`config.mk`:
```
export PLATFORM = sky130hd
export DESIGN_NAME = bandgap_pwr_seq_flat
export DESIGN_NICKNAME = d
export VERILOG_FILES = /design/src/rtl/bandgap_pwr_seq_if.sv /design/src/rtl/bandgap_pwr_seq.sv /design/src/flat_wrapper.sv
export SDC_FILE = /design/constraint.sdc
export NUM_CORES = 1
export LEC_CHECK = 0
export CAP_MARGIN = 20
export CORE_MARGIN = 2
export CORE_UTILIZATION = 54
export DETAILED_ROUTE_END_ITERATION = 12
export MAX_ROUTING_LAYER = met4
export PLACE_DENSITY = 0.82
export REMOVE_ABC_BUFFERS = 1
export SLEW_MARGIN = 20
export SYNTH_ARGS = -nofsm -noshare
export SYNTH_HDL_FRONTEND = slang
export SYNTH_SLANG_ARGS = --single-unit
```
`constraint.sdc`:
```
create_clock -name wb_clk_i -period 2.45 [get_ports wb_clk_i]
set_input_delay 0.49 -clock wb_clk_i [delete_from_list [all_inputs] [get_ports wb_clk_i]]
set_output_delay 0.49 -clock wb_clk_i [all_outputs]
set_load 0.02 [all_outputs]
```
`src/rtl/bandgap_pwr_seq_if.sv`:
```
// Client-side bundle for the bandgap sequencer: requests, grants, comparator flag and status.
interface bandgap_pwr_seq_if #(
    parameter int NREQ = 4
);
    logic [NREQ-1:0] req;
    logic [NREQ-1:0] ack;
    logic            bg_ok;
    logic            fault_clr;
    logic            bg_en;
    logic            ready;
    logic            fault;
    logic [2:0]      state;

    modport master (
        output req, bg_ok, fault_clr,
        input  ack, bg_en, ready, fault, state
    );

    modport slave (
        input  req, bg_ok, fault_clr,
        output ack, bg_en, ready, fault, state
    );
endinterface

```
`src/rtl/bandgap_pwr_seq.sv`:
```
// Bandgap reference power sequencer: enables the macro on demand, waits for settle
// and a good VBGP flag, grants requesters, and holds EN briefly after the last request.
module bandgap_pwr_seq #(
    parameter int NREQ        = 4,
    parameter int SETTLE_CYC  = 1024,
    parameter int TIMEOUT_CYC = 4096,
    parameter int HOLD_CYC    = 256,
    parameter int CNT_W       = 13
) (
    input  logic               wb_clk_i,
    input  logic               wb_rst_i,
    bandgap_pwr_seq_if.slave   bus
);
    typedef enum logic [2:0] {
        S_OFF   = 3'd0,
        S_START = 3'd1,
        S_READY = 3'd2,
        S_HOLD  = 3'd3,
        S_FAULT = 3'd4
    } state_t;

    localparam logic [CNT_W-1:0] SETTLE_M1  = CNT_W'(SETTLE_CYC - 1);
    localparam logic [CNT_W-1:0] TIMEOUT_M1 = CNT_W'(TIMEOUT_CYC - 1);
    localparam logic [CNT_W-1:0] HOLD_M1    = CNT_W'(HOLD_CYC - 1);

    state_t           st;
    state_t           nxt;
    logic [CNT_W-1:0] cnt;
    logic             ok_m;
    logic             ok_s;
    logic             anyreq;

    assign anyreq    = |bus.req;
    assign bus.state = st;

    always_comb begin
        nxt = st;
        case (st)
            S_OFF:   if (anyreq) nxt = S_START;
            S_START: begin
                if (!anyreq)                       nxt = S_OFF;
                else if (cnt >= SETTLE_M1 && ok_s) nxt = S_READY;
                else if (cnt == TIMEOUT_M1)        nxt = S_FAULT;
            end
            S_READY: begin
                if (!ok_s)        nxt = S_FAULT;
                else if (!anyreq) nxt = S_HOLD;
            end
            S_HOLD: begin
                if (anyreq)              nxt = S_READY;
                else if (cnt == HOLD_M1) nxt = S_OFF;
            end
            S_FAULT: if (bus.fault_clr) nxt = S_OFF;
            default: nxt = S_OFF;
        endcase
    end

    // Outputs are decoded from the next state so they change on the same edge as the state.
    always_ff @(posedge wb_clk_i or posedge wb_rst_i) begin
        if (wb_rst_i) begin
            st        <= S_OFF;
            cnt       <= '0;
            ok_m      <= 1'b0;
            ok_s      <= 1'b0;
            bus.bg_en <= 1'b0;
            bus.ready <= 1'b0;
            bus.fault <= 1'b0;
            bus.ack   <= '0;
        end else begin
            ok_m <= bus.bg_ok;
            ok_s <= ok_m;
            st   <= nxt;
            if (nxt != st)
                cnt <= '0;
            else if ((st == S_START || st == S_HOLD) && cnt != '1)
                cnt <= cnt + 1'b1;
            bus.bg_en <= (nxt == S_START) || (nxt == S_READY) || (nxt == S_HOLD);
            bus.ready <= (nxt == S_READY) || (nxt == S_HOLD);
            bus.fault <= (nxt == S_FAULT);
            bus.ack   <= (st == S_READY && nxt == S_READY) ? bus.req : '0;
        end
    end
endmodule

```
`src/flat_wrapper.sv`:
```
// flat-port wrapper written by rule: the top's interface ports become plain ports
module bandgap_pwr_seq_flat 
#(
    parameter int NREQ        = 4,
    parameter int SETTLE_CYC  = 1024,
    parameter int TIMEOUT_CYC = 4096,
    parameter int HOLD_CYC    = 256,
    parameter int CNT_W       = 13
)
  (wb_clk_i, wb_rst_i, bus_req, bus_bg_ok, bus_fault_clr, bus_ack, bus_bg_en, bus_ready, bus_fault, bus_state);
  bandgap_pwr_seq_if #(.NREQ(NREQ)) bus_i ();
  input  logic wb_clk_i;
  input  logic wb_rst_i;
  input wire logic [$bits(bus_i.req)-1:0] bus_req;
  input wire logic [$bits(bus_i.bg_ok)-1:0] bus_bg_ok;
  input wire logic [$bits(bus_i.fault_clr)-1:0] bus_fault_clr;
  output wire logic [$bits(bus_i.ack)-1:0] bus_ack;
  output wire logic [$bits(bus_i.bg_en)-1:0] bus_bg_en;
  output wire logic [$bits(bus_i.ready)-1:0] bus_ready;
  output wire logic [$bits(bus_i.fault)-1:0] bus_fault;
  output wire logic [$bits(bus_i.state)-1:0] bus_state;
  assign bus_i.req = bus_req;
  assign bus_i.bg_ok = bus_bg_ok;
  assign bus_i.fault_clr = bus_fault_clr;
  assign bus_ack = bus_i.ack;
  assign bus_bg_en = bus_i.bg_en;
  assign bus_ready = bus_i.ready;
  assign bus_fault = bus_i.fault;
  assign bus_state = bus_i.state;
  bandgap_pwr_seq #(.NREQ(NREQ), .SETTLE_CYC(SETTLE_CYC), .TIMEOUT_CYC(TIMEOUT_CYC), .HOLD_CYC(HOLD_CYC), .CNT_W(CNT_W)) u_core (.wb_clk_i(wb_clk_i), .wb_rst_i(wb_rst_i), .bus(bus_i));
endmodule
```
==> flow_metrics.py, run 1 <==
metrics = {
    "die": {
        "design.core.area_mm2": 0.00248,
        "fp-row-count": 18,
        "dieArea_mm2": 0.00304,
        "initial_utilization": 0.569,
        "die_h_um": 55.1,
        "io_pins": 18,
        "dieWidth_um": 55.1,
    },
    "place": {
        "portBuffers": 17,
        "gp_congestion": 0.972,
        "dp_hpwl_mm": 2.15,
    },
    "critical_path": {
        "startpoint_type": "flip-flop",
        "reg2reg_to": "u_core.cnt[1]$_DFFE_PP0P_",
        "worstSetupEndpointType": "flip-flop",
        "critPathKind": "flip-flop to flip-flop",
        "crit_slowest_cell": "a21oi_4",
        "r2r_start": "u_core.cnt[0]$_DFFE_PP0P_",
        "max_stage_delay_ps": 460,
        "worstPathArrival_ps": 2320,
        "rrSetupSlack_ps": 310,
        "crit_required_ps": 2630,
        "worstPathCellList": "ha_1 -> nand4_4 -> nor4b_4 -> o22ai_1 -> a21oi_4 -> nor3_1",
        "reg2regPathDepth": 6,
        "path_max_fanout": 13,
        "critPathBufInv": 0,
        "cp_top_family": "simple AND/OR/NAND/NOR gates",
    },
    "power": {
        "p_sw_uw": 390,
        "combPwrFrac": 0.342,
        "leakagePower_nw": 0.693,
        "switching_share": 0.369,
        "vdd_drop_max_uv": 511,
        "p_clk_frac": 0.170,
        "pwr_density_cell_mw_per_mm2": 644,
        "pwr-share-seq": 0.488,
        "p_int_uw": 667,
    },
    "synth": {
        "syn_inst": 127,
        "synthMuxAreaShare": 0.0142,
        "async_flop_share": 1.00,
        "synthXorXnorAreaFrac": 0.0683,
        "ys_ff_latch": 25,
        "synth_fa_ha_area_frac": 0.00887,
        "synth_top_area_frac": 0.444,
        "synth_top_area_cell": "dfrtp_1",
        "ys_top_cells_by_area": "dfrtp_1 (44%), nor3_2 (7.8%), xnor2_1 (3.7%), nand4_1 (3.1%), xor2_1 (3.1%)",
        "synth_common_cells": "dfrtp_1 (25), nor3_2 (11), nand2_1 (7), nand4_1 (7)",
        "synth_ff_type": "dfrtp_1",
        "ys_seq_area_frac": 0.444,
        "yosys.area_share.simple": 0.331,
        "synth_cell_types": 44,
        "synth_compound_area_frac": 0.0985,
        "synth.most_common_cell": "dfrtp_1",
        "ys_warn_count": 0,
        "synth_edf_count": 0,
        "syn_avg_cell_area_um2": 11.1,
        "syn_area_mm2": 0.00141,
        "synth_top_family_by_area": "simple AND/OR/NAND/NOR gates",
    },
    "cells_and_area": {
        "fin_util": 0.662,
        "fillCellCount": 219,
        "layout-drive-gt1-share": 0.189,
        "final_nets": 158,
        "syn_to_final_growth_pct": 16.3,
        "antenna_cells": 0,
        "multiInputGateArea_um2": 734,
        "ff_latch_area_um2": 626,
    },
    "routing": {
        "initialDrtViolationCount": 43,
        "ant_nets": 0,
        "wl_mm": 2.81,
        "vias": 1065,
        "route.detailed.wl_per_inst_um": 15.8,
        "drc": 0,
        "drt_pass1_iterations": 4,
        "vias_per_cell": 5.98,
    },
    "cts": {
        "cts_max_path_buffers": 2,
        "cts_hold_buffers": 0,
        "cts_made_buffers": 3,
        "cts_tree": "built",
        "insertion_delay_ps": 310,
        "cts_setup_buffers": 0,
        "cts_sinks": 25,
        "cts_resized": 0,
        "clockRootBuffer": "clkbuf_4",
        "clk_pin_slew_ps": 140,
        "cts_max_level": 1,
    },
    "hold_path": {
        "hp-start": "u_core.ok_m$_DFF_PP0_",
        "holdPathEnd": "u_core.ok_s$_DFF_PP0_",
        "holdPathStages": 0,
        "worstHoldPathType": "flip-flop to flip-flop",
    },
    "timing": {
        "setup_viol": 0,
        "period_minus_slack_ps": 2140,
        "finalHoldViolations": 0,
        "fmax_mhz": 467,
        "slew_viol_final": 0,
        "rsz0062_at_grt": "no",
        "worstMarginPinSlew_ps": 743,
        "fin_setup_tns_ps": 0,
        "clock_skew_ps": 8.26,
        "period_share": 0.874,
        "slew_headroom": 0.498,
    },
    "grt": {
        "overflow": 0,
        "grt_usage": 0.234,
        "grt_max_degree": 26,
        "antenna_found_initial": 0,
        "grt_pass1_vias": 1058,
        "grt_pass1_wl_mm": 4.90,
    },
    "flow_run": {
        "maxCapViolCount": 0,
    },
    "status": {
        "status": "complete, no violations",
    },
}
[placed cells by master (no fill, tap or decap), types with 3 or more instances in the layout]
| cell | netlist | final |
|---|---|---|
| dfrtp_1 | 25 | 25 |
| clkdlybuf4s50_1 | 0 | 17 |
| nor3_2 | 11 | 11 |
| nand2_1 | 7 | 7 |
| nand4_1 | 7 | 7 |
| nor3_1 | 6 | 6 |
| xnor2_1 | 6 | 6 |
| nor2_1 | 5 | 5 |
| xor2_1 | 5 | 5 |
| inv_1 | 4 | 4 |
| nand3_1 | 4 | 4 |
| and2_1 | 4 | 4 |
| buf_4 | 2 | 4 |
| nor4_1 | 3 | 3 |
| clkbuf_4 | 0 | 3 |
[flip-flops by register name, summed over array words and instances (netlist names)]
signal and flops:
u_core.cnt 13, u_core.bus.ack 4, u_core.bus.state 3, u_core.bus.bg_en 1
u_core.bus.fault 1, u_core.bus.ready 1, u_core.ok_m 1, u_core.ok_s 1
[how the worst max path moves through the flow]
stage                                    startpoint                         to  slack, ps  cells past startpoint
after floorplan           u_core.cnt[0]$_DFFE_PP0P_  u_core.cnt[0]$_DFFE_PP0P_        510                      6
after global placement                   bus_req[1]  u_core.cnt[1]$_DFFE_PP0P_        190                      6
after detailed placement                 bus_req[1]  u_core.cnt[1]$_DFFE_PP0P_         80                      6
after CTS                 u_core.cnt[0]$_DFFE_PP0P_  u_core.cnt[1]$_DFFE_PP0P_        310                      6
after global routing      u_core.cnt[0]$_DFFE_PP0P_  u_core.cnt[1]$_DFFE_PP0P_        170                      6
final                     u_core.cnt[0]$_DFFE_PP0P_  u_core.cnt[1]$_DFFE_PP0P_        310                      6
[power groups by stage]
stage | logic (mW) | registers [mW] | clock network (mW)
after floorplan | 0.236 | 0.529 | 0
after CTS | 0.364 | 0.516 | 0.184
after global placement | 0.347 | 0.520 | 0
after detailed placement | 0.361 | 0.525 | 0
after global routing | 0.398 | 0.526 | 0.199
final | 0.361 | 0.516 | 0.180
[through the flow]
stage	area [µm²]	setup WS (ps)	hold WS, ps	power (mW)	std cells
after floorplan	1380	510	331	0.765	123
after global placement	1610	187	334	0.867	174
after detailed placement	1610	79.4	339	0.886	174
after CTS	1640	312	370	1.06	178
after global routing	1640	171	382	1.12	178
final	1640	307	370	1.06	178
[logic make-up (layout without fill, tap and decap cells)]
group	after synthesis	count (layout)
and+or+nand+nor	62	62
DFF	25	25
AOI/OAI and AO/OA	18	18
xor gates and xnor gates	11	11
buffers and inverters	8	29
muxes	2	2
adders and majority gates	1	1
[metal layers]
| metal | GRT usage | share of wire |
|---|---|---|
| met1 | 0.290 | 0.42 |
| met5 | - | 0 |
| met3 | 0.0323 | 0.049 |
| met4 | 0.0813 | 0.018 |
| met2 | 0.391 | 0.51 |
[worst reg2reg max path: cells and delay by family (launching register included)]
kind,cells,cell delay [ps]
adders and majority gates,1,240
DFF,1,450
and+or+nand+nor,3,690
AOI/OAI and AO/OA,2,640
[area by class of cell]
| type | instances | share of cell area |
|---|---|---|
| Clock inverter | 1 | 0.00305 |
| Multi-Input combinational cell | 94 | 0.448 |
| Inverter | 4 | 0.00915 |
| Tap cell | 30 | 0.0229 |
| Clock buffer | 3 | 0.0137 |
| Timing Repair Buffer | 21 | 0.122 |
| Sequential cell | 25 | 0.381 |
No activity file was read; power rests on OpenSTA's default activity.
==> inputs of run 2 (changes only) <==
- ABC_AREA: not set -> 1
==> run 2 against run 1 <==
Compared with the run above:
- via count rose by 1.9%
- maximum frequency increased by 8.6%
- critical endpoint unchanged
- sequential power decreased by 4.1%
- largest cell class unchanged
- core utilization fell by 0.20 points
- critical path type unchanged
==> flow_metrics.py, run 2 <==
metrics = {
    "critical_path": {
        "critPathKind": "flip-flop to flip-flop",
        "startpoint_type": "flip-flop",
        "crit_required_ps": 2660,
        "path_max_fanout": 13,
        "worstPathArrival_ps": 2180,
        "worstSetupEndpointType": "flip-flop",
    },
    "grt": {
        "antenna_found_initial": 0,
        "overflow": 0,
        "grt_pass1_wl_mm": 4.45,
        "grt_pass1_vias": 1029,
        "grt_max_degree": 26,
        "grt_usage": 0.209,
    },
    "routing": {
        "route.detailed.wl_per_inst_um": 11.8,
        "wl_mm": 2.55,
        "vias_per_cell": 5.00,
        "vias": 1085,
        "drt_pass1_iterations": 4,
        "drc": 0,
        "initialDrtViolationCount": 12,
        "ant_nets": 0,
    },
    "synth": {
        "ys_seq_area_frac": 0.445,
        "syn_avg_cell_area_um2": 8.46,
        "syn_inst": 166,
        "synth_edf_count": 0,
        "synth_ff_type": "dfrtp_1",
        "synth_top_area_frac": 0.445,
        "ys_warn_count": 0,
        "synth_cell_types": 24,
        "synth_common_cells": "nand2_1 (27), dfrtp_1 (25), inv_1 (20)",
        "ys_ff_latch": 25,
        "ys_top_cells_by_area": "dfrtp_1 (45%), nor2_2 (8.5%), nand2_1 (7.2%), xor2_1 (5.6%), inv_1 (5.3%)",
        "synth.most_common_cell": "nand2_1",
        "syn_area_mm2": 0.00141,
        "async_flop_share": 1.00,
        "synth_top_area_cell": "dfrtp_1",
    },
    "die": {
        "design.core.area_mm2": 0.00248,
        "fp-row-count": 18,
        "initial_utilization": 0.567,
        "die_h_um": 55.0,
        "io_pins": 18,
        "dieArea_mm2": 0.00303,
        "dieWidth_um": 55.0,
    },
    "timing": {
        "rsz0062_at_grt": "no",
        "setup_viol": 0,
        "fmax_mhz": 507,
        "finalHoldViolations": 0,
        "slew_headroom": 0.756,
        "worst_slack_ps": 478,
        "period_share": 0.805,
        "fin_setup_tns_ps": 0,
        "clock_skew_ps": 8.18,
        "slew_viol_final": 0,
        "worstMarginPinSlew_ps": 364,
        "period_minus_slack_ps": 1970,
    },
    "cells_and_area": {
        "top_register": "u_core.cnt",
        "final_area_mm2": 0.00164,
        "largest_register_ffs": 13,
        "layout-drive-gt1-share": 0.257,
        "antenna_cells": 0,
        "final_cell_mix": "nand2_1 (27), dfrtp_1 (25), inv_1 (20)",
        "final_nets": 197,
        "syn_to_final_growth_pct": 16.4,
        "final_common_cell": "nand2_1",
    },
    "cts": {
        "cts_tree": "built",
        "cts_resized": 0,
        "clk_pin_slew_ps": 140,
        "cts_sinks": 25,
        "insertion_delay_ps": 320,
        "cts_max_level": 1,
        "cts_max_path_buffers": 2,
        "clockRootBuffer": "clkbuf_4",
        "cts_made_buffers": 3,
        "cts_hold_buffers": 0,
        "cts_setup_buffers": 0,
    },
    "hold_path": {
        "worstHoldPathType": "flip-flop to flip-flop",
    },
    "place": {
        "portBuffers": 17,
        "dp_hpwl_mm": 1.97,
        "gp_congestion": 0.944,
        "pre_cts_ws_ps": 179,
        "placed_area_mm2": 0.00161,
    },
    "power": {
        "leakagePower_nw": 0.779,
        "vdd_drop_max_uv": 403,
        "pwr_density_cell_mw_per_mm2": 641,
    },
    "status": {
        "status": "complete, no violations",
    },
    "flow_run": {
        "maxCapViolCount": 0,
    },
}
## run 2: path summary, 6_finish.rpt
check,to,startpoint,slack [ps],depth (start not counted)
min in group asynchronous,u_core.bus.ack[2]$_DFF_PP0_,wb_rst_i,500,3
setup reg to reg,u_core.cnt[1]$_DFFE_PP0P_,u_core.cnt[0]$_DFFE_PP0P_,480,12
hold reg to reg,u_core.ok_s$_DFF_PP0_,u_core.ok_m$_DFF_PP0_,360,0
setup / recovery,u_core.cnt[1]$_DFFE_PP0P_,u_core.cnt[0]$_DFFE_PP0P_,480,12
max in group asynchronous,u_core.bus.state[2]$_DFF_PP0_,wb_rst_i,1710,3
hold / removal,u_core.ok_s$_DFF_PP0_,u_core.ok_m$_DFF_PP0_,360,0
## run 2: kinds of logic (layout without fill, tap and decap cells)
logic type	Yosys count	after routing	synth area share
and+or+nand+nor	98	98	0.378
buffers and inverters	26	47	0.0748
DFF	25	25	0.445
xor gates and xnor gates	11	11	0.0686
AOI/OAI and AO/OA	5	5	0.0240
adders and majority gates	1	1	0.00890
## run 2: stage by stage
step	util	power (mW)	hold WS, ps	cells
after floorplan	-	0.768	331	165
after global routing	0.660	1.13	375	217
after CTS	0.660	1.05	365	217
after global placement	0.649	0.857	333	213
after detailed placement	0.649	0.872	336	213
final	0.660	1.05	364	217
## run 2: layout make-up
class	count	area [µm²]
fill	199	842
multi-input combinational	115	674
sequential	25	626
timing repair buffer	18	178
inverter	25	93.8
tap	30	37.5
clock buffer	4	26.3
## run 2: power breakdown
part | leakage (nW) | switching, mW | total [mW] | internal (mW)
Combinational | 0.431 | 0.237 | 0.368 | 0.131
Sequential | 0.334 | 0.0413 | 0.495 | 0.454
Clock | 0.0150 | 0.122 | 0.186 | 0.0637
## run 2: critical path: stages, from the launching register on
cell	delay, ps
dfrtp_1	420
ha_1	200
nand3_1	160
inv_2	80
nand2_2	60
nor2_2	150
nand2_1	80
nand2_2	80
nand2_1	50
o21ai_1	150
nor2_2	60
nand2_2	280
nor2_1	80
## run 2: metal layers
metal	share of wire	up-vias	wire (µm)	GRT usage
met5	0	-	0	-
met4	0.011	0	27	0.0569
met3	0.033	4	84	0.0296
met2	0.49	18	1250	0.335
met1	0.47	512	1190	0.280
li1	-	551	-	-
